==> src/rtl/multi_timer_pkg.sv <==
// rtl/multi_timer_pkg.sv - shared state, config types and width helper for multi_timer
package multi_timer_pkg;

  // Config period is carried at the widest supported width; channels use CNT_W of it.
  localparam int PERIOD_MAX_W = 32;

  typedef enum logic [1:0] {
    ST_IDLE,
    ST_RUN,
    ST_DONE
  } state_t;

  typedef struct packed {
    logic [PERIOD_MAX_W-1:0] period;
    logic                    oneshot;
    logic                    after_delay;
  } cfg_t;

  function automatic int sel_width(input int n);
    return (n <= 2) ? 1 : $clog2(n);
  endfunction

endpackage

==> src/rtl/timer_channel.sv <==
// rtl/timer_channel.sv - one timer channel: shadow/active config, counter, IDLE/RUN/DONE FSM
module timer_channel
  import multi_timer_pkg::*;
#(
  parameter int CNT_W           = 16,
  parameter int RST_PERIOD      = 1000,
  parameter bit RST_ONESHOT     = 1'b0,
  parameter bit RST_AFTER_DELAY = 1'b0
) (
  input  logic clk,
  input  logic reset_n,
  input  logic en,
  input  logic step,
  input  logic cfg_we,
  input  cfg_t cfg,
  output logic tick,
  output logic done
);

  localparam cfg_t RST_CFG = '{
    period:      PERIOD_MAX_W'(RST_PERIOD),
    oneshot:     RST_ONESHOT,
    after_delay: RST_AFTER_DELAY
  };

  state_t           state;
  cfg_t             shadow;
  logic [CNT_W-1:0] cnt;
  logic [CNT_W-1:0] act_period;
  logic             act_oneshot;

  // after_delay only matters at IDLE->RUN entry, where it is read from the shadow.
  always_ff @(posedge clk or negedge reset_n) begin
    if (!reset_n) begin
      state       <= ST_IDLE;
      shadow      <= RST_CFG;
      cnt         <= '0;
      act_period  <= CNT_W'(RST_PERIOD);
      act_oneshot <= RST_ONESHOT;
      tick        <= 1'b0;
      done        <= 1'b0;
    end else begin
      tick <= 1'b0;
      if (cfg_we) begin
        shadow <= cfg;
      end
      if (!en) begin
        state <= ST_IDLE;
        cnt   <= '0;
        done  <= 1'b0;
      end else begin
        case (state)
          ST_IDLE: begin
            cnt <= '0;
            if (shadow.period != '0) begin
              act_period  <= shadow.period[CNT_W-1:0];
              act_oneshot <= shadow.oneshot;
              if (!shadow.after_delay) begin
                tick <= 1'b1;
                if (shadow.oneshot) begin
                  state <= ST_DONE;
                  done  <= 1'b1;
                end else begin
                  state <= ST_RUN;
                end
              end else begin
                state <= ST_RUN;
              end
            end
          end
          ST_RUN: begin
            if (step) begin
              if (cnt == act_period - 1'b1) begin
                cnt         <= '0;
                tick        <= 1'b1;
                act_period  <= shadow.period[CNT_W-1:0];
                act_oneshot <= shadow.oneshot;
                if (act_oneshot) begin
                  state <= ST_DONE;
                  done  <= 1'b1;
                end else if (shadow.period == '0) begin
                  // A zero period reloaded at wrap parks the channel like P=0 at entry.
                  state <= ST_IDLE;
                end
              end else begin
                cnt <= cnt + 1'b1;
              end
            end
          end
          ST_DONE: begin
            cnt  <= '0;
            done <= 1'b1;
          end
          default: begin
            state <= ST_IDLE;
            cnt   <= '0;
            done  <= 1'b0;
          end
        endcase
      end
    end
  end

endmodule

==> src/rtl/multi_timer.sv <==
// rtl/multi_timer.sv - N-channel programmable tick generator, config select decode and prescaler
// Optional shared prescaler enabled by MULTI_TIMER_PRESCALE_EN.
module multi_timer
  import multi_timer_pkg::*;
#(
  parameter int N_CH            = 4,
  parameter int CNT_W           = 16,
  parameter int RST_PERIOD      = 1000,
  parameter bit RST_ONESHOT     = 1'b0,
  parameter bit RST_AFTER_DELAY = 1'b0,
  parameter int PRESC_DIV       = 10
) (
  input  logic                        clk,
  input  logic                        reset_n,
  input  logic [N_CH-1:0]             en,
  input  logic                        cfg_we,
  input  logic [sel_width(N_CH)-1:0]  cfg_sel,
  input  logic [CNT_W-1:0]            cfg_period,
  input  logic                        cfg_oneshot,
  input  logic                        cfg_after_delay,
  output logic [N_CH-1:0]             tick,
  output logic [N_CH-1:0]             done
);

  localparam int SEL_W = sel_width(N_CH);

  cfg_t cfg_in;
  logic step;

  assign cfg_in = '{
    period:      PERIOD_MAX_W'(cfg_period),
    oneshot:     cfg_oneshot,
    after_delay: cfg_after_delay
  };

`ifdef MULTI_TIMER_PRESCALE_EN
  localparam int PW = sel_width(PRESC_DIV);

  logic [PW-1:0] presc;

  // Free-running; never restarted by channel enables so all channels share one phase.
  always_ff @(posedge clk or negedge reset_n) begin
    if (!reset_n) begin
      presc <= '0;
    end else if (presc == PW'(PRESC_DIV - 1)) begin
      presc <= '0;
    end else begin
      presc <= presc + 1'b1;
    end
  end

  assign step = (presc == PW'(PRESC_DIV - 1));
`else
  assign step = 1'b1;
`endif

  // Selects at or beyond N_CH match no channel, so such writes are dropped.
  for (genvar i = 0; i < N_CH; i++) begin : g_ch
    timer_channel #(
      .CNT_W           (CNT_W),
      .RST_PERIOD      (RST_PERIOD),
      .RST_ONESHOT     (RST_ONESHOT),
      .RST_AFTER_DELAY (RST_AFTER_DELAY)
    ) u_ch (
      .clk     (clk),
      .reset_n (reset_n),
      .en      (en[i]),
      .step    (step),
      .cfg_we  (cfg_we && (cfg_sel == SEL_W'(i))),
      .cfg     (cfg_in),
      .tick    (tick[i]),
      .done    (done[i])
    );
  end

endmodule

==> config.mk <==
export PLATFORM = sky130hd
export DESIGN_NAME = multi_timer
export DESIGN_NICKNAME = d
export VERILOG_FILES = /design/src/rtl/multi_timer_pkg.sv /design/src/rtl/timer_channel.sv /design/src/rtl/multi_timer.sv
export SDC_FILE = /design/constraint.sdc
export NUM_CORES = 1
export LEC_CHECK = 0
export ABC_AREA = 1
export CORE_MARGIN = 4
export CORE_UTILIZATION = 64
export DETAILED_ROUTE_END_ITERATION = 10
export PLACE_DENSITY = 0.92
export SLEW_MARGIN = 20
export SYNTH_ARGS = -nofsm -noshare
export SYNTH_HDL_FRONTEND = slang
export SYNTH_HIERARCHICAL = 1
export SYNTH_SLANG_ARGS = --single-unit
export TNS_END_PERCENT = 100
==> constraint.sdc <==
create_clock -name clk -period 2.4 [get_ports clk]
set_clock_uncertainty 0.1 [all_clocks]
set_input_delay 0.48 -clock clk [delete_from_list [all_inputs] [get_ports clk]]
set_output_delay 0.48 -clock clk [all_outputs]
set_load 0.02 [all_outputs]
### Word-level counts from Yosys, hierarchy flattened

Cells that the tools add are included.

* bits of input ports: 27
* memories: 0
* flip-flop bits (word level): 220
* ROM bits: 0
* bits in writable memories: 0
* output and inout bits: 8
* bits in latches: 0

* $lt $le $gt $ge: 0
* muxes and demuxes: 116
* bitwise gates (word level): 0
* div/mod/pow operators: 0
* reduce and logical (&&, ||, !) cells: 33
* $add $sub $neg: 8
* $mul: 0
* shift operators: 0
* equal/unequal tests: 51

Operators by type and width (count)
* 16-bit 2-to-1 mux: 20
* 32-bit zero test: 4
* 16-bit one-hot mux with 2 select lines: 4
* 32-bit nonzero test: 4
* 16-bit by 1-bit adder with 16-bit output (second input constant): 4
* 16-bit == test: 4
* 16-bit by 1-bit subtractor with 16-bit output (second input constant): 4
* 2-bit 2-to-1 mux: 28
* 1-bit 2-to-1 mux: 48
* 3-bit by 2-bit != test with 1-bit output (second input constant): 16
* 4-bit AND reduction: 8
* 2-bit one-hot mux with 3 select lines: 4
* 5-bit AND reduction: 4
* 2-bit by 1-bit != test with 1-bit output (second input constant): 8
* 4-bit by 2-bit != test with 1-bit output (second input constant): 4
* 1-bit one-hot mux with 2 select lines: 8
* 2-bit == test (second input constant): 6
* 3-bit != test (second input constant): 4
* 1-bit one-hot mux with 3 select lines: 4
* 2-bit by 1-bit == test with 1-bit output (second input constant): 5
* 2-bit zero test: 5
* 2-bit != test (second input constant): 4
* 2-bit nonzero test: 4
* 1-bit logical AND: 4

### Longest topological paths before layout

* word-level depth: 6
* mapped depth: 17
* mapped depth without buffers: 16

### Modules after synthesis

The synthesis kept the hierarchy.

Modules (own cells, without submodules)
* timer_channel: cells an instance 502, area an instance 3851.2 um^2, seq. area each 1791.7 um^2, times used 4
* multi_timer: cells an instance 10, area an instance 37.5 um^2, seq. area each 0.0 um^2, times used 1

### Least setup slack after synthesis

Ideal clock, no wire load.

* path kind: flip-flop to flip-flop
* start point: register g_ch[0].u_ch.act_period[0]
* end point: register g_ch[0].u_ch.act_period[2]
* setup time: 0.117 ns
* arrival time: 1.908 ns
* slack: 0.275 ns
* buffers on the path: 1
* cell stages (with the launch flop): 17
* path through: dfrtp_1 inv_1 ha_1 nand2_2 nor2_4 nand2_1 nand2_1 nand2_1 nor2_1 nand2_1 nor2_4 nand3_2 nand2_4 nand2_4 buf_6 nand2_1 nand2_1

* cells in the longest elaborated chain, start to end: 4

RTL lines
* start, declared: line timer_channel.sv:29 `logic [CNT_W-1:0] act_period;`
* start signal, assigned: line timer_channel.sv:38 `act_period <= CNT_W'(RST_PERIOD);`
* start signal, assigned: line timer_channel.sv:56 `act_period <= shadow.period[CNT_W-1:0];`
* start signal, assigned: line timer_channel.sv:76 `act_period <= shadow.period[CNT_W-1:0];`
* 16-bit by 1-bit subtractor with 16-bit output: line timer_channel.sv:73 `if (cnt == act_period - 1'b1) begin`
* 16-bit == test: line timer_channel.sv:73
* 2-bit by 1-bit != test with 1-bit output (no source line)
* 4-bit AND reduction (no source line)

Every way passes these cells.
A chain may end at the register's enable or synchronous reset.

### Worst setup path after layout

* start point: register g_ch[2].u_ch.act_period[0]
* end point: register g_ch[2].u_ch.act_period[1]

* cells in the longest elaborated chain, start to end: 4

RTL lines (line)
* start, declared: timer_channel.sv:29
* start signal, assigned: timer_channel.sv:38
* start signal, assigned: timer_channel.sv:56
* start signal, assigned: timer_channel.sv:76
* 16-bit by 1-bit subtractor with 16-bit output: timer_channel.sv:73
* 16-bit == test: timer_channel.sv:73
* 2-bit by 1-bit != test with 1-bit output (no source line)
* 4-bit AND reduction (no source line)

Every way passes these cells.

==> impl_metrics.json <==
{
  "slowest_delay_ns": 0.44,
  "cts.sink_count": 284,
  "power_mw": 18.8,
  "drtPass1Iterations": 6,
  "start_util_pct": 65.4,
  "rows": 56,
  "route.vias.total": 14357,
  "io_pins": 35,
  "cts_tree": "done",
  "drive_gt1_share_pct": 11.9,
  "violations": "negative setup slack",
  "grt_pass1_vias": 13497,
  "r2r_end": "g_ch[2].u_ch/act_period[1]$_DFFE_PN0P_",
  "overflow": 0,
  "setup_ws_ns": -0.129,
  "h-tree-depth": 1,
  "cp.arrival_ns": 2.91,
  "synthesis.area_um2": 15400,
  "finalWirelength_um": 41800,
  "power.density_nw_per_um2": 1040,
  "final_area_um2": 18100,
  "final_cells": 2486,
  "post-place-ws_ns": 0.0328,
  "cap_violations": 0,
  "drc": 0,
  "grt_pass1_wl_um": 63600,
  "final_common_cell": "nand2_1",
  "crit_slowest_cell": "dfrtp_1",
  "reg2reg_slack_ns": -0.13,
  "start_kind": "register",
  "fin_tns_setup_ns": -1.80,
  "insertion_delay_ns": 0.56,
  "track_usage_pct": 28.7,
  "r2r-start": "g_ch[2].u_ch/act_period[0]$_DFFE_PN0P_",
  "place_hpwl_um": 24800,
  "final_util_pct": 76.5,
  "io_buffers": 34,
  "dr.first_iter.drc_count": 1750,
  "cp_cell_sequence": "inv_2 -> ha_4 -> nand2_4 -> nor2_4 -> nand2_1 -> nand2_1 -> nand2_1 -> nor2_1 -> nand2_1 -> nor2_4 -> nand3_4 -> nand2_8 -> clkbuf_16 -> nand3_1 -> nand2_1",
  "critPathRequiredTime_ns": 2.78,
  "rsz0062_at_grt": "yes",
  "most-common-layout-cells": "nand2_1 (549), inv_1 (257), dfrtp_1 (235), o21ai_0 (160), nor2_1 (158)",
  "grt_max_degree": 69,
  "vias_per_cell": 5.78,
  "cts_made_buffers": 30,
  "syn-instance-count": 2018,
  "slew_viol_final": 0,
  "outcome": "finished, violations left",
  "whs_path_depth": 2,
  "synth-seq-cells": 284,
  "core_area_um2": 23600,
  "dp.cells": 2414,
  "worstRegToRegCells": 15,
  "fin_crit_sh_pct": 105,
  "hold_start": "g_ch[1].u_ch/done$_DFFE_PN0P_",
  "setup_viol": 30,
  "place.gp.congestion": 0.928,
  "critPathTopFamily": "simple AND/OR/NAND/NOR gates",
  "holdPathEnd": "g_ch[1].u_ch/done$_DFFE_PN0P_",
  "num_antenna_cells": 0,
  "clock.fmax_ghz": 0.395,
  "relSlewSlack_pct": 62.5,
  "cts.path.max_buffers": 3,
  "final_nets": 2178,
  "peakVddDrop_mv": 0.749,
  "clockRootBuffer": "clkbuf_16",
  "syn_avg_cell_area_um2": 7.65,
  "antenna_found_initial": 0,
  "critical_path_class": "register to register",
  "max_slew.worst_pin.slew_ns": 0.559,
  "cp-end-kind": "register",
  "p_leak_nw": 8.60,
  "path_max_fanout": 6,
  "placed_area_um2": 16600,
  "hold_viol": 0,
  "die_area_um2": 26700,
  "path_common_cell": "nand2_1",
  "min_path_type": "register to register",
  "clk_pin_slew_ns": 0.07,
  "yosysUniqueCellTypes": 32,
  "wl_per_cell_um": 16.8,
  "area_delta_synth_final_pct": 17.0,
  "dieWidth_um": 163,
  "ant_nets": 0,
  "worst_hold_slack_ns": 0.374,
  "yosysWarnings": 6,
  "yosysSeqAreaShare_pct": 46.4,
  "cp_num_buf_inv": 2,
  "die_h_um": 163,
  "fin_crit_ns": 2.53
}
-- cells in the mapped netlist, drive strengths merged --
cell | number | share of area (%)
a21oi | 68 | 2.2
nor3 | 28 | 1.0
dfstp | 48 | 8.2
ha | 8 | 0.65
nand2 | 578 | 15
mux2i | 4 | 0.26
xnor2 | 36 | 2.0
nand4 | 64 | 2.6
a21o | 4 | 0.19
o22ai | 4 | 0.16
dfrtp | 236 | 38
inv | 266 | 6.5
nand3b | 16 | 0.78
nor2 | 200 | 5.8
xor2 | 72 | 4.1
o21bai | 4 | 0.19
clkbuf | 44 | 1.1
or2 | 8 | 0.32
nand3 | 152 | 5.1
buf | 16 | 0.75
o21ai | 160 | 5.2
conb | 2 | 0.049
-- report_power, final --
group | internal, mW | total (mW) | switching, mW
sequential | 5.97 | 7.02 | 1.05
clock | 3.05 | 5.05 | 2.00
combinational | 2.45 | 6.70 | 4.25
total | 11.5 | 18.8 | 7.29
-- worst max-delay path by stage --
stage	from	to	slack, ns	cells past startpoint
floorplan	g_ch[0].u_ch/act_period[0]$_DFFE_PN0P_	g_ch[0].u_ch/act_period[2]$_DFFE_PN0P_	0.27	16
detailed placement	g_ch[2].u_ch/act_period[0]$_DFFE_PN0P_	g_ch[2].u_ch/act_period[2]$_DFFE_PN0P_	0.03	15
global route	g_ch[2].u_ch/act_period[0]$_DFFE_PN0P_	g_ch[2].u_ch/act_period[1]$_DFFE_PN0P_	-0.20	15
CTS	g_ch[2].u_ch/act_period[0]$_DFFE_PN0P_	g_ch[2].u_ch/act_period[15]$_DFFE_PN0P_	0.004	15
global placement	g_ch[2].u_ch/act_period[0]$_DFFE_PN0P_	g_ch[2].u_ch/cnt[9]$_DFFE_PN0N_	0.12	14
finish	g_ch[2].u_ch/act_period[0]$_DFFE_PN0P_	g_ch[2].u_ch/act_period[1]$_DFFE_PN0P_	-0.13	15
-- worst min-delay path, cell delays in order (launching register included) --
cell	delay (ns)
dfrtp_1	0.34
nand2_1	0.05
nand2_1	0.05
-- repair_timing --
action                                  in CTS  in global routing
resized for setup                            2                 47
endpoints found under the hold margin       45                  0
endpoints found under the setup margin      31                135
buffers inserted                             1                 11
hold buffers                                 1                  0
cloned                                       0                  3
pin swaps                                    2                 31
-- sequential cells by signal, summed over array words and instances, names as in the netlist --
register	flops
g_ch.u_ch/act_oneshot	4
g_ch.u_ch/act_period	64
g_ch.u_ch/tick	4
g_ch.u_ch/state	8
g_ch.u_ch/shadow	136
g_ch.u_ch/done	4
g_ch.u_ch/cnt	64
-- logic make-up after synthesis --
group,Yosys count,synth area share (%)
AND/OR/NAND/NOR,1046,30.3
buffers and inverters,326,8.31
flip-flops,284,46.4
AO/OA/AOI/OAI,240,7.94
XOR/XNOR,108,6.13
adder cells (fa/ha/maj),8,0.648
multiplexers,4,0.259
other,2,0.0486
-- layout make-up --
| class | instances | area [um^2] |
|---|---|---|
| clock inverter | 16 | 220 |
| sequential | 284 | 7170 |
| inverter | 266 | 998 |
| tap | 319 | 399 |
| fill | 1418 | 5550 |
| multi-input combinational | 1487 | 7530 |
| timing repair buffer | 74 | 887 |
| clock buffer | 40 | 860 |
-- routing by layer --
| layer | GRT usage [%] | vias to the layer above | wire, um |
|---|---|---|---|
| met5 | 0 | - | 0 |
| met4 | 10.2 | 0 | 2030 |
| met3 | 4.82 | 213 | 3790 |
| met2 | 49.0 | 829 | 20300 |
| met1 | 37.3 | 6746 | 15700 |
| li1 | - | 6569 | - |
Power figures use the tool's default switching activity.
